<file path="config.mk">
export PLATFORM = sky130hd
export DESIGN_NAME = add_sub_operand_sequencer
export DESIGN_NICKNAME = d
export VERILOG_FILES = /design/src/rtl/add_sub_operand_sequencer.sv
export SDC_FILE = /design/constraint.sdc
export NUM_CORES = 1
export LEC_CHECK = 0
export CAP_MARGIN = 40
export CORE_MARGIN = 2
export CORE_UTILIZATION = 35
export DETAILED_ROUTE_END_ITERATION = 10
export HOLD_SLACK_MARGIN = 0.03
export PLACE_DENSITY = 0.73
export SYNTH_ARGS = -nofsm -noshare
export SYNTH_HDL_FRONTEND = slang
export SYNTH_SLANG_ARGS = --single-unit
</file>
<file path="constraint.sdc">
create_clock -name clk -period 2.4 [get_ports clk]
set_clock_uncertainty 0.2 [all_clocks]
set_input_delay 0.72 -clock clk [delete_from_list [all_inputs] [get_ports clk]]
set_output_delay 0.72 -clock clk [all_outputs]
set_load 0.01 [all_outputs]
</file>
<file path="src/rtl/add_sub_operand_sequencer.sv">
// add_sub_operand_sequencer: loads A, B, opcode from a stream, drives a 4-bit add/sub stage, returns {c,s}
// Ports:
//   clk, rst_n                 clock, synchronous active-low reset
//   i_in_valid/o_in_ready      input word handshake; i_in_data = A, then B, then opcode (bit0 = t)
//   o_op_a/o_op_b/o_op_t       registered operands to the add/sub stage (t: 1 = add, 0 = subtract)
//   i_res_c/i_res_s            combinational {c,s} return from the add/sub stage
//   o_out_valid/i_out_ready    result handshake; o_out_data = {c,s}, o_out_op = t used
//   o_busy                     high whenever not waiting for operand A
//   o_timeout_err              one-cycle abort pulse (tied 0 unless ADD_SUB_TIMEOUT_EN is defined)
// Optional feature macro: ADD_SUB_TIMEOUT_EN enables the mid-load idle timeout.
module add_sub_operand_sequencer #(
  parameter int WIDTH          = 4,
  parameter int TIMEOUT_CYCLES = 16
) (
  input  logic             clk,
  input  logic             rst_n,
  input  logic             i_in_valid,
  output logic             o_in_ready,
  input  logic [WIDTH-1:0] i_in_data,
  output logic [WIDTH-1:0] o_op_a,
  output logic [WIDTH-1:0] o_op_b,
  output logic             o_op_t,
  input  logic             i_res_c,
  input  logic [WIDTH-1:0] i_res_s,
  output logic             o_out_valid,
  input  logic             i_out_ready,
  output logic [WIDTH:0]   o_out_data,
  output logic             o_out_op,
  output logic             o_busy,
  output logic             o_timeout_err
);
  if (WIDTH < 2 || TIMEOUT_CYCLES < 1) begin : g_bad_cfg
    $error("add_sub_operand_sequencer: WIDTH must be >= 2 and TIMEOUT_CYCLES >= 1");
  end
  typedef enum logic [2:0] {S_A, S_B, S_T, S_ISSUE, S_OUT} state_t;
  state_t           r_state, w_next;
  logic [WIDTH-1:0] r_op_a, r_op_b;
  logic             r_op_t, r_out_valid, r_out_op;
  logic [WIDTH:0]   r_out_data;
  logic             w_accept, w_timeout, w_loading;
  assign w_loading  = r_state == S_A || r_state == S_B || r_state == S_T;
  // A word offered on the timeout cycle is refused so the abort is clean.
  assign o_in_ready = w_loading && !w_timeout;
  assign w_accept   = i_in_valid && o_in_ready;
  always_comb begin
    w_next = r_state;
    case (r_state)
      S_A:     w_next = w_accept ? S_B : S_A;
      S_B:     w_next = w_timeout ? S_A : (w_accept ? S_T : S_B);
      S_T:     w_next = w_timeout ? S_A : (w_accept ? S_ISSUE : S_T);
      S_ISSUE: w_next = S_OUT;
      S_OUT:   w_next = i_out_ready ? S_A : S_OUT;
      default: w_next = S_A;
    endcase
  end
  // Operands only move on their own load edge, so the adder sees stable inputs in S_ISSUE.
  always_ff @(posedge clk) begin
    if (!rst_n) begin
      r_state     <= S_A;
      r_op_a      <= '0;
      r_op_b      <= '0;
      r_op_t      <= 1'b0;
      r_out_data  <= '0;
      r_out_op    <= 1'b0;
      r_out_valid <= 1'b0;
    end else begin
      r_state <= w_next;
      if (w_accept && r_state == S_A) r_op_a <= i_in_data;
      if (w_accept && r_state == S_B) r_op_b <= i_in_data;
      if (w_accept && r_state == S_T) r_op_t <= i_in_data[0];
      if (r_state == S_ISSUE) begin
        r_out_data  <= {i_res_c, i_res_s};
        r_out_op    <= r_op_t;
        r_out_valid <= 1'b1;
      end else if (r_state == S_OUT && i_out_ready) begin
        r_out_valid <= 1'b0;
      end
    end
  end
`ifdef ADD_SUB_TIMEOUT_EN
  localparam int CW = $clog2(TIMEOUT_CYCLES + 1);
  logic [CW-1:0] r_cnt;
  assign w_timeout = (r_state == S_B || r_state == S_T) && r_cnt == CW'(TIMEOUT_CYCLES);
  always_ff @(posedge clk) begin
    if (!rst_n) r_cnt <= '0;
    else if (w_accept || w_next == S_A) r_cnt <= '0;
    else if ((r_state == S_B || r_state == S_T) && !i_in_valid) r_cnt <= r_cnt + 1'b1;
  end
`else
  assign w_timeout = 1'b0;
`endif
  assign o_op_a        = r_op_a;
  assign o_op_b        = r_op_b;
  assign o_op_t        = r_op_t;
  assign o_out_valid   = r_out_valid;
  assign o_out_data    = r_out_data;
  assign o_out_op      = r_out_op;
  assign o_busy        = r_state != S_A;
  assign o_timeout_err = w_timeout;
endmodule

</file>
======== After elaboration in Yosys (flattened, before gate mapping) ========
Cells that the tools add are included.
word-level totals
  register bits after elaboration ......... 19
  latch bits .............................. 0
  bits in writable memories ............... 0
  bits in read-only memories .............. 0
  bits of input ports ..................... 13
  output and inout port bits .............. 19
  memories ................................ 0
cells by class
  add/subtract/negate cells ............... 0
  multipliers ............................. 0
  divide/modulo/power cells ............... 0
  magnitude comparators ................... 0
  equality and inequality tests ........... 4
  shift-type cells ........................ 0
  multiplexer cells ....................... 7
  bitwise operators ....................... 0
  reduce and logical (&&, ||, !) cells .... 10
operators by type and width
  cell                number
  $pmux 3 s5          1
  $eq 3x2->1 const B  2
  $logic_and 1x1->1   5
  $mux 1              4
  $eq 3x1->1 const B  1
  $eq 3x3->1 const B  1
  $logic_not 3->1     1
  $mux 3              1
  $reduce_bool 3->1   1
  $logic_or 1x1->1    2
  $mux 2              1
  $reduce_bool 2->1   1

======== Longest topological paths before layout ========
  depth in word-level cells ............... 6
  mapped depth ............................ 4
  gate-level depth less buffers ........... 2

======== Worst setup path before layout ========
No wires, ideal clock.
  path type ............................... register to output
  start point ............................. reg r_state[2]
  end point ............................... out o_busy
  arrival ................................. 0.910 ns
  required time ........................... 1.480 ns
  setup slack ............................. 0.570 ns
  stages on the path, launching flop included .. 3
  buffers on the path ..................... 1
  cell sequence ........................... dfxtp_1 -> buf_6 -> or3_2
on the way
  word-level cells in the longest chain between the ends .. 1
ends and longest elaborated chain
  what                    RTL line  source
  from (decl)             36        state_t r_state, w_next;
  from (signal assigned)  67        r_state <= w_next;
  $reduce_bool 3->1       98        assign o_busy = r_state != S_A;
  to (decl)               29        output logic o_busy,
Every way passes these cells.

======== Worst setup path after layout ========
Same ends and word-level chain as after synthesis.

==> summary.txt <==
Clocking
  • TritonCTS clock tree: done
  • H-Tree Level Count: 1
  • Number of CTS-inserted buffers: 3
  • CTS Buffer Depth: 2
  • Clk slew on worst S/H paths: 0.10 ns
  • Clock net sink count: 19
  • Worst-Skew Late Latency: 0.29 ns
  • Root buffer cell: clkbuf_4

Drt
  • Via count: 671
  • Avg WL per Cell: 11.8 µm
  • DR DRC count: 0
  • Initial DRC Count: 2
  • DR vias/cell: 4.66
  • Post-Route WL: 1.70 mm
  • Antenna viol nets, final: 0
  • DRT Pass-1 Iters: 4

Status
  • Status: finished clean

Power and ir drop
  • Pwr Total: 0.000597 W
  • Max VDD drop: 0.305 mV
  • Power per cell area: 504 nW/µm²
  • Leak: 0.437 nW

Yosys
  • Seq/Total Area, Yosys: 44.1%
  • Count of cell types in the netlist: 21
  • Synth Instances: 87
  • Flops & latches, synth: 19
  • Dominant synthesized flop cell: dfxtp_1
  • Synth warn: 0
  • Cell Area, Synth: 863 µm²
  • Number of flops mapped to enable cells by yosys: 0
  • Syn avg cell area: 9.92 µm²
  • Syn Nets: 100
  • Post-synth ARST share: 0%

STA
  • Tcrit/Tclk final: 95.3%
  • Fmax achieved: 437 MHz
  • Fin. Hold Viols: 0
  • RSZ-0062 raised after global routing: false
  • Fin. max-slew vios: 0
  • Final min period: 2.29 ns
  • Final setup fails: 0
  • Worst Setup Slack, final: 0.112 ns
  • Total negative setup slack: 0 ns

Critical path
  • Critical path capture point type: output pin
  • Crit. Startpoint: r_state[2]
  • CP arrival: 1.37 ns
  • Startpoint types: flip-flop
  • Critical Path RT: 1.48 ns
  • Worst Path Max Fanout: 2
  • CP Class: reg -> out
  • Reg2reg start: r_state[2]

Hold path
  • HP Start: o_op_a[0]
  • Type of the tightest min-delay check: reg -> reg

Final layout
  • Fin util: 52.1%
  • Layout area overhead: 37.4%
  • Share of layout cells above drive strength 1: 12.1%
  • Finished Layout Cells: 144
  • Antenna diode count: 0
  • FILL cells: 210
  • Nets@finish: 130

Die
  • Core area: 2280 µm²
  • Initial Util: 37.9%
  • Die Y: 53.7 µm
  • Die area: 2880 µm²
  • DIE WIDTH: 53.7 µm
  • # rows: 17
  • Total I/O pin count: 32

Global routing
  • Antenna violations before repair: 0
  • Grt total ovfl: 0
  • Vias in the first global route: 692
  • Largest net degree at the start of global routing: 28
  • GRT Total Usage: 14.1%
  • First-pass GRT wire length: 2.93 mm

Placed design
  • Dpl cells: 140
  • DP Worst Slack: 0.182 ns
  • # port buffers: 30
  • Global placement routability congestion: 0.722
  • DP HPWL: 1.26 mm

Flow run
  • Max Cap Viol: 0
## state kept, by name, indices dropped and copies added (netlist names)
| name | cells |
|---|---|
| o_out_data | 5 |
| o_op_a | 4 |
| o_op_b | 4 |
| r_state | 3 |
| o_op_t | 1 |
| o_out_op | 1 |
| o_out_valid | 1 |
## synthesized netlist by cell type, drive strengths merged (2+ instances only)
| library cell | count | share of area (%) |
|---|---|---|
| nand2 | 24 | 10 |
| dfxtp | 19 | 44 |
| mux2i | 15 | 17 |
| buf | 8 | 7.1 |
| a21oi | 4 | 2.3 |
| and4bb | 3 | 4.3 |
| nor4b | 3 | 5.5 |
| nand2b | 2 | 1.4 |
## final timing paths
kind	endpoint	slack, ns	cells after the start
max	o_busy	0.11	2
min	o_op_a[0]	0.26	2
max reg2reg	o_op_a[3]	0.98	3
min reg2reg	o_op_a[0]	0.26	2
## placed cells by master, fill, tap and decap left out, drive strengths merged, types with 2 or more instances in the layout
cell	instances
clkbuf	4
nor4b	3
and4bb	3
dfxtp	19
a21oi	4
clkdlybuf4s50	28
buf	4
mux2i	15
nand2	24
dlygate4sd2	2
nand2b	2
## what timing repair did
| action | 4_1_cts | 5_1_grt |
|---|---|---|
| setup endpoints to repair | 2 | 0 |
| buffers inserted | 0 | 0 |
| resized for setup | 2 | 0 |
| hold buffers | 0 | 0 |
## worst max-delay path, cell delays in order (launching register included)
cell and delay (ns):
dfxtp_1 0.32, or3_2 0.46, dlygate4sd2_1 0.29
## metrics by stage
step / hold slack [ns] / cell area, µm²
after floorplan: 0.279 / 863
after global placement: 0.244 / 1160
after detailed placement: 0.247 / 1160
after CTS: 0.265 / 1190
after global routing: 0.287 / 1190
final: 0.264 / 1190
## kinds of logic after synthesis
family | after synthesis | synth area share [%]
compound gates | 5 | 3.19
other cells | 1 | 0.434
buf+inv | 9 | 7.68
simple gates | 38 | 27.2
flops | 19 | 44.1
mux | 15 | 17.4
## layer usage
metal	track usage, %	routed length [µm]
met1	15.6	780
met3	6.94	135
met5	0	0
met4	5.13	13
met2	23.2	774
## report_power, final
part	switching, W	internal (W)
Clock	0.0000970	0.0000648
Sequential	0.00000596	0.000327
Combinational	0.0000433	0.0000593
Total	0.000146	0.000451
## final cells by class
type | instances | area [µm²] | share of cell area, %
Multi-Input combinational cell | 59 | 417 | 35.1
Sequential cell | 19 | 380 | 32.1
Timing Repair Buffer | 34 | 328 | 27.6
Tap cell | 28 | 35.0 | 2.95
Clock buffer | 4 | 26.3 | 2.22
Note: power is estimated with default switching activity, not from simulation.
